<file path="src/rtl/fact_accel.sv">
// Memory-mapped iterative factorial accelerator: computes n! for a 4-bit n,
// one 32-bit multiply per clock, flagging n > NMAX as an overflow error.
module fact_accel #(
    parameter int unsigned NMAX = 12
) (
    input  logic        clk,
    input  logic        reset,
    input  logic        we,
    input  logic [1:0]  a,
    input  logic [31:0] wd,
    output logic [31:0] rd,
    output logic        done
);

    typedef enum logic [1:0] {
        S_IDLE = 2'd0,
        S_BUSY = 2'd1,
        S_DONE = 2'd2
    } state_t;

    localparam logic [1:0] A_N      = 2'd0;
    localparam logic [1:0] A_CTRL   = 2'd1;
    localparam logic [1:0] A_STATUS = 2'd2;
    localparam logic [1:0] A_RESULT = 2'd3;
    localparam logic [3:0] NMAX_L   = 4'(NMAX);

    state_t      r_state;
    state_t      w_next;
    logic [3:0]  r_n;
    logic [3:0]  r_cnt;
    logic [31:0] r_prod;
    logic [31:0] r_result;
    logic        r_done;
    logic        r_err;

    logic        w_start;
    logic        w_n_bad;
    logic        w_cnt_last;
    logic        w_busy;
    logic        w_load_ok;
    logic        w_load_err;
    logic        w_step;
    logic        w_finish;
    logic        w_unused_wd;

    assign w_start     = we && (a == A_CTRL) && wd[0];
    assign w_n_bad     = r_n > NMAX_L;
    assign w_cnt_last  = r_cnt <= 4'd1;
    assign w_unused_wd = &{1'b0, wd[31:4]};

    // NOTE: sequential state uses non-blocking (<=) so every register samples
    // pre-edge values; blocking here would create order-dependent races.
    always_ff @(posedge clk) begin
        if (reset) begin
            r_state <= S_IDLE;
        end else begin
            r_state <= w_next;
        end
    end

    // NOTE: every combinational output gets a default first, so no path
    // leaves it unassigned and no latch is inferred.
    always_comb begin
        w_next = r_state;
        case (r_state)
            S_IDLE, S_DONE: begin
                if (w_start) begin
                    w_next = w_n_bad ? S_DONE : S_BUSY;
                end
            end
            S_BUSY: begin
                if (w_cnt_last) begin
                    w_next = S_DONE;
                end
            end
            default: w_next = S_IDLE;
        endcase
    end

    always_comb begin
        w_busy     = (r_state == S_BUSY);
        w_load_ok  = 1'b0;
        w_load_err = 1'b0;
        w_step     = 1'b0;
        w_finish   = 1'b0;
        if (w_busy) begin
            w_finish = w_cnt_last;
            w_step   = !w_cnt_last;
        end else if (w_start) begin
            w_load_err = w_n_bad;
            w_load_ok  = !w_n_bad;
        end
    end

    // A write to N while busy only changes r_n; the job runs from r_cnt.
    always_ff @(posedge clk) begin
        if (reset) begin
            r_n      <= 4'd0;
            r_cnt    <= 4'd0;
            r_prod   <= 32'd0;
            r_result <= 32'd0;
            r_done   <= 1'b0;
            r_err    <= 1'b0;
        end else begin
            if (we && (a == A_N)) begin
                r_n <= wd[3:0];
            end
            if (w_load_err) begin
                r_done   <= 1'b1;
                r_err    <= 1'b1;
                r_result <= 32'd0;
            end else if (w_load_ok) begin
                r_cnt  <= r_n;
                r_prod <= 32'd1;
                r_done <= 1'b0;
                r_err  <= 1'b0;
            end else if (w_finish) begin
                r_result <= r_prod;
                r_done   <= 1'b1;
            end else if (w_step) begin
                r_prod <= r_prod * {28'd0, r_cnt};
                r_cnt  <= r_cnt - 4'd1;
            end
        end
    end

    always_comb begin
        rd = 32'd0;
        case (a)
            A_N:      rd = {28'd0, r_n};
            A_CTRL:   rd = {31'd0, w_busy};
            A_STATUS: rd = {30'd0, r_err, r_done};
            A_RESULT: rd = r_result;
            default:  rd = 32'd0;
        endcase
    end

    assign done = r_done;

endmodule

</file>
<file path="config.mk">
export PLATFORM = sky130hd
export DESIGN_NAME = fact_accel
export DESIGN_NICKNAME = d
export VERILOG_FILES = /design/src/rtl/fact_accel.sv
export SDC_FILE = /design/constraint.sdc
export NUM_CORES = 1
export LEC_CHECK = 0
export ABC_AREA = 1
export ABC_CLOCK_PERIOD_IN_PS = 10100
export CORE_ASPECT_RATIO = 0.8
export CORE_UTILIZATION = 47
export CTS_CLUSTER_SIZE = 25
export DETAILED_ROUTE_END_ITERATION = 12
export PLACE_DENSITY = 0.67
export SLEW_MARGIN = 20
export SYNTH_ARGS = -nofsm -noshare
export SYNTH_HDL_FRONTEND = slang
export SYNTH_SLANG_ARGS = --single-unit
</file>
<file path="constraint.sdc">
create_clock -name clk -period 10.1 [get_ports clk]
set_input_delay 2.02 -clock clk [delete_from_list [all_inputs] [get_ports clk]]
set_output_delay 2.02 -clock clk [all_outputs]
set_load 0.1 [all_outputs]
</file>
---- Yosys cells after proc, flatten, opt, wreduce, memory -nomap -nowiden ----
Cells that the tools add are included.
Widths: inputs -> output; s select.
cells by class
  add/subtract/negate cells ............... 1
  multiply operators ...................... 1
  divide/modulo/power cells ............... 0
  order comparisons ....................... 2
  equal/unequal tests ..................... 8
  shift operators ......................... 0
  multiplexer cells ....................... 22
  bitwise gates (word level) .............. 2
  reduce and logical (&&, ||, !) cells .... 15
operators with widths
  operator             number
  $pmux 32 s4          1
  $mux 32              3
  $mul 32x4->32        1
  $mux 4               3
  $mux 1               11
  $eq 2x2->1 const B   3
  $mux 2               3
  $ne 2x2->1 const B   3
  $eq 2x1->1 const B   2
  $gt 4x4->1 const B   1
  $le 4x1->1 const B   1
  $logic_not 2->1      2
  $pmux 2 s2           1
  $reduce_and 2->1     2
  $reduce_bool 2->1    2
  $reduce_or 2->1      2
  $sub 4x1->4 const B  1
  $logic_and 1x1->1    3
  $reduce_and 3->1     1
  $reduce_bool 3->1    1
  $logic_not 1->1      2
  $not 1->1            2
storage, ports and cells
  flip-flop bits (word level) ............. 76
  bits in latches ......................... 0
  RAM bits ................................ 0
  bits in read-only memories .............. 0
  bits of input ports ..................... 37
  logic and storage cells ................. 58
  memories kept ........................... 0

---- Longest topological paths before layout ----
  depth after elaboration ................. 7
  gate-level depth with buffers ........... 21

---- Least setup slack after synthesis ----
No wires, ideal clock.
  kind .................................... input to output
  from .................................... input port a[1]
  to ...................................... output port rd[0]
  arrival ................................. 4.284 ns
  data required time ...................... 8.080 ns
  setup slack ............................. 3.796 ns
  stages on the path ...................... 3
  cells stage by stage .................... nor2_1 > inv_1 > o21ai_0
between the ends
  word-level cells in the longest chain between the ends .. 2
  elaborated cells on any way between the ends .. 5
RTL lines
  what                                      line  source
  from (decl)                               9     input logic [1:0] a,
  $eq 2x2->1, or another cell as far along  129   case (a)
  $pmux 32 s4 *                             129
  to (decl)                                 11    output logic [31:0] rd,
Every way passes the cells marked *; elsewhere a longest branch is shown, timed or not.

---- Worst setup path in the final report ----
  from .................................... input port a[0]
  to ...................................... output port rd[0]
Same word-level chain as after synthesis.

==> impl_results.md <==
- Status: finished clean
- Starting density of the core: 0.4872
- Compound-Gate Fraction of Synth Area: 0.08741
- Most used cell, CP: clkdlybuf4s50_1
- Setup CP Type: primary input to primary output
- Seq pwr share: 0.430
- Largest net degree at the start of global routing: 37
- Slew headroom: 0.3449
- Buf+Inv Stages, Crit Path: 3
- Core area: 15,950 µm²
- Routed len/inst: 12.88 µm
- Area Overhead vs Synth: 11.11%
- CP delay by family, top: buffers and inverters
- Crit Path Max Fanout: 29
- Startpoint types: primary input
- Slowest CP cell: clkdlybuf4s50_1
- Bufs on Longest Clock Path: 2
- Site row count: 41
- Max-slew violations: 0
- Tcrit/Tclk final: 0.6843
- CTS HTree Levels: 3
- Cts bufs inserted: 9
- Synth Cell Area: 7772 µm²
- Synth Area in Adders: 0.2015
- Final Critical Period: 6912 ps
- Mapped Nets: 1,400
- First-pass GRT wire length: 32,840 µm
- Final hold viol count: 0
- Worst Skew: 11.28 ps
- Die width: 145.8 µm
- Vias in the first global route: 6,767
- Synth Flop Type: dfxtp_1
- Internal power: 0.0005346 W
- PostCTS Resize Cnt: 0
- Most frequent cells in the layout: nand2_1, inv_1, a21oi_1
- Clock power share: 0.525
- Crit path arrival time: 4890 ps
- Worst-Skew Late Latency: 340 ps
- Pleak: 4.699 nW
- Max-cap viol count: 0
- CP Capture Type: primary output
- N_diodes: 0
- Switching share of power: 0.2392
- Yosys cell types: 39
- CTS tree: done
- Slew at the pin closest to its max-slew limit: 979.5 ps
- Crit-path cells: clkdlybuf4s50_1 > nand2_1 > inv_1 > a221oi_1 > o21ai_0 > clkdlybuf4s50_1
- Setup Fix Bufs, Post-CTS: 0
- Mux cell area share after synthesis: 0
- Total congestion overflow: 0
- HP Class: flip-flop to flip-flop
- Hpwl dp: 15,060 µm
- Buffers on Ports: 41
- Most common cell after layout, fill and taps aside: nand2_1
- Largest stage delay on the critical path: 980 ps
- Final setup viols: 0
- Routed via count: 7,321
- Fin nets: 1,420
- Die area: 17,060 µm²
- Syn Area/Cell: 6.110 µm²
- Post-Synthesis Cells: 1,272
- Final setup TNS: 0 ps
- Sink Count: 76
- Xor-xnor portion of the synthesized cell area: 0.006761
- CTS Root Cell: clkbuf_16
- Overall Global Routing Usage: 0.2409
- CTS Hold Buffers Added: 0
- Die Y-Extent: 117.0 µm
- Simple-gate share of the synthesized area: 0.3199
- Max VDD drop: 0.08195 mV
- Post-Route WL: 19,480 µm
- Synth async-reset ratio: 0
- Sequential area share after synthesis: 0.1958
- Antenna Nets Post-Route: 0
- Fmax: 144.7 MHz
- Initial antenna violation count: 0
- Logic pwr share: 0.044
- 1st-pass router iterations: 5
- RSZ-0062 raised after global routing: false
- Net load switching power: 0.0001681 W
- Starting DRC count in detailed routing: 441
- Largest family of logic cells by synthesized area: simple AND/OR/NAND/NOR gates
- IO Pins: 70
- GPL Wtd Cong: 0.9462
- Remaining DRCs: 0
- Mean number of vias per cell: 4.842
- Fraction of layout cells with a size suffix above 1: 0.04934
- Design Power: 0.0007027 W
- Post-synth EDFFs: 0
- Synth warn: 0
- PD cells: 81.37 nW/µm²
- Reg clk slew, reported paths: 60 ps
- Synth Register Bits: 76
- Worst path required time: 8080 ps
## cell families (layout without fill, tap and decap cells)
kind of cell / after synthesis / count (layout)
AO/OA/AOI/OAI: 127 / 127
XOR/XNOR: 6 / 6
adder cells (fa/ha/maj): 91 / 91
buffers and inverters: 377 / 402
flip-flops: 76 / 76
AND/OR/NAND/NOR: 595 / 595
## tightest hold or removal path, stage by stage, from the launching register on
cell	delay, ps
dfxtp_1	310
nand2_1	60
a21oi_1	50
## cell usage after synthesis (11+ instances only)
library cell,count,area share
a21oi_1,93,0.060
buf_2,12,0.0077
clkbuf_1,15,0.0072
dfxtp_1,76,0.20
fa_1,57,0.15
ha_1,34,0.055
inv_1,331,0.16
nand2_1,415,0.20
nand2_2,11,0.0089
nand3_1,57,0.037
nor2_1,67,0.032
o21ai_0,18,0.012
## sequential cells by signal, indices dropped and copies added, names as in the netlist
| register | flops |
|---|---|
| r_prod | 32 |
| r_err | 1 |
| r_cnt | 4 |
| done | 1 |
| r_n | 4 |
| r_state | 2 |
| r_result | 32 |
## path summary, 6_finish.rpt
kind | to | slack (ps) | cells past startpoint | startpoint
setup reg to reg | r_prod[30] | 6300 | 14 | r_cnt[1]
setup / recovery | rd[0] | 3190 | 6 | a[0]
hold reg to reg | r_result[8] | 460 | 2 | r_result[8]
hold / removal | r_result[8] | 460 | 2 | r_result[8]
## routing by layer
metal  wire [µm]  part of all wire  GRT usage
met4         351             0.018    0.07789
met1        9537              0.49     0.3247
met3         835             0.043    0.02868
met5           0                 0          0
met2        8757              0.45     0.4064
## power groups by stage
stage	Combinational, W	Sequential [W]	Clock (W)
2_1_floorplan	0.0000215	0.000309	0
3_3_place_gp	0.0000310	0.000309	0
3_5_place_dp	0.0000312	0.000309	0
4_1_cts	0.0000313	0.000302	0.000373
5_1_grt	0.0000340	0.000302	0.000385
6_report	0.0000311	0.000302	0.000369
## layout make-up
class,instances,area [µm²]
clock buffers,10,239.0
clock inverters,6,95.09
fillers,1653,7318
inverters,340,1279
multi-input cells,819,4785
flip-flops and latches,76,1521
well taps,215,269.0
repair buffers,46,447.9
## per-stage QoR
| stage | utilization | cells | setup slack [ps] | hold WS, ps | cell area (µm²) |
|---|---|---|---|---|---|
| after floorplan | - | 1272 | 3796 | 438.1 | 7772 |
| after global placement | 0.5204 | 1496 | 3264 | 451.4 | 8302 |
| after detailed placement | 0.5204 | 1496 | 3181 | 453.7 | 8302 |
| after CTS | 0.5413 | 1512 | 3187 | 462.1 | 8636 |
| after global routing | 0.5413 | 1512 | 2981 | 470.8 | 8636 |
| final | 0.5413 | 1512 | 3188 | 459.2 | 8636 |
Power figures use the tool's default switching activity.
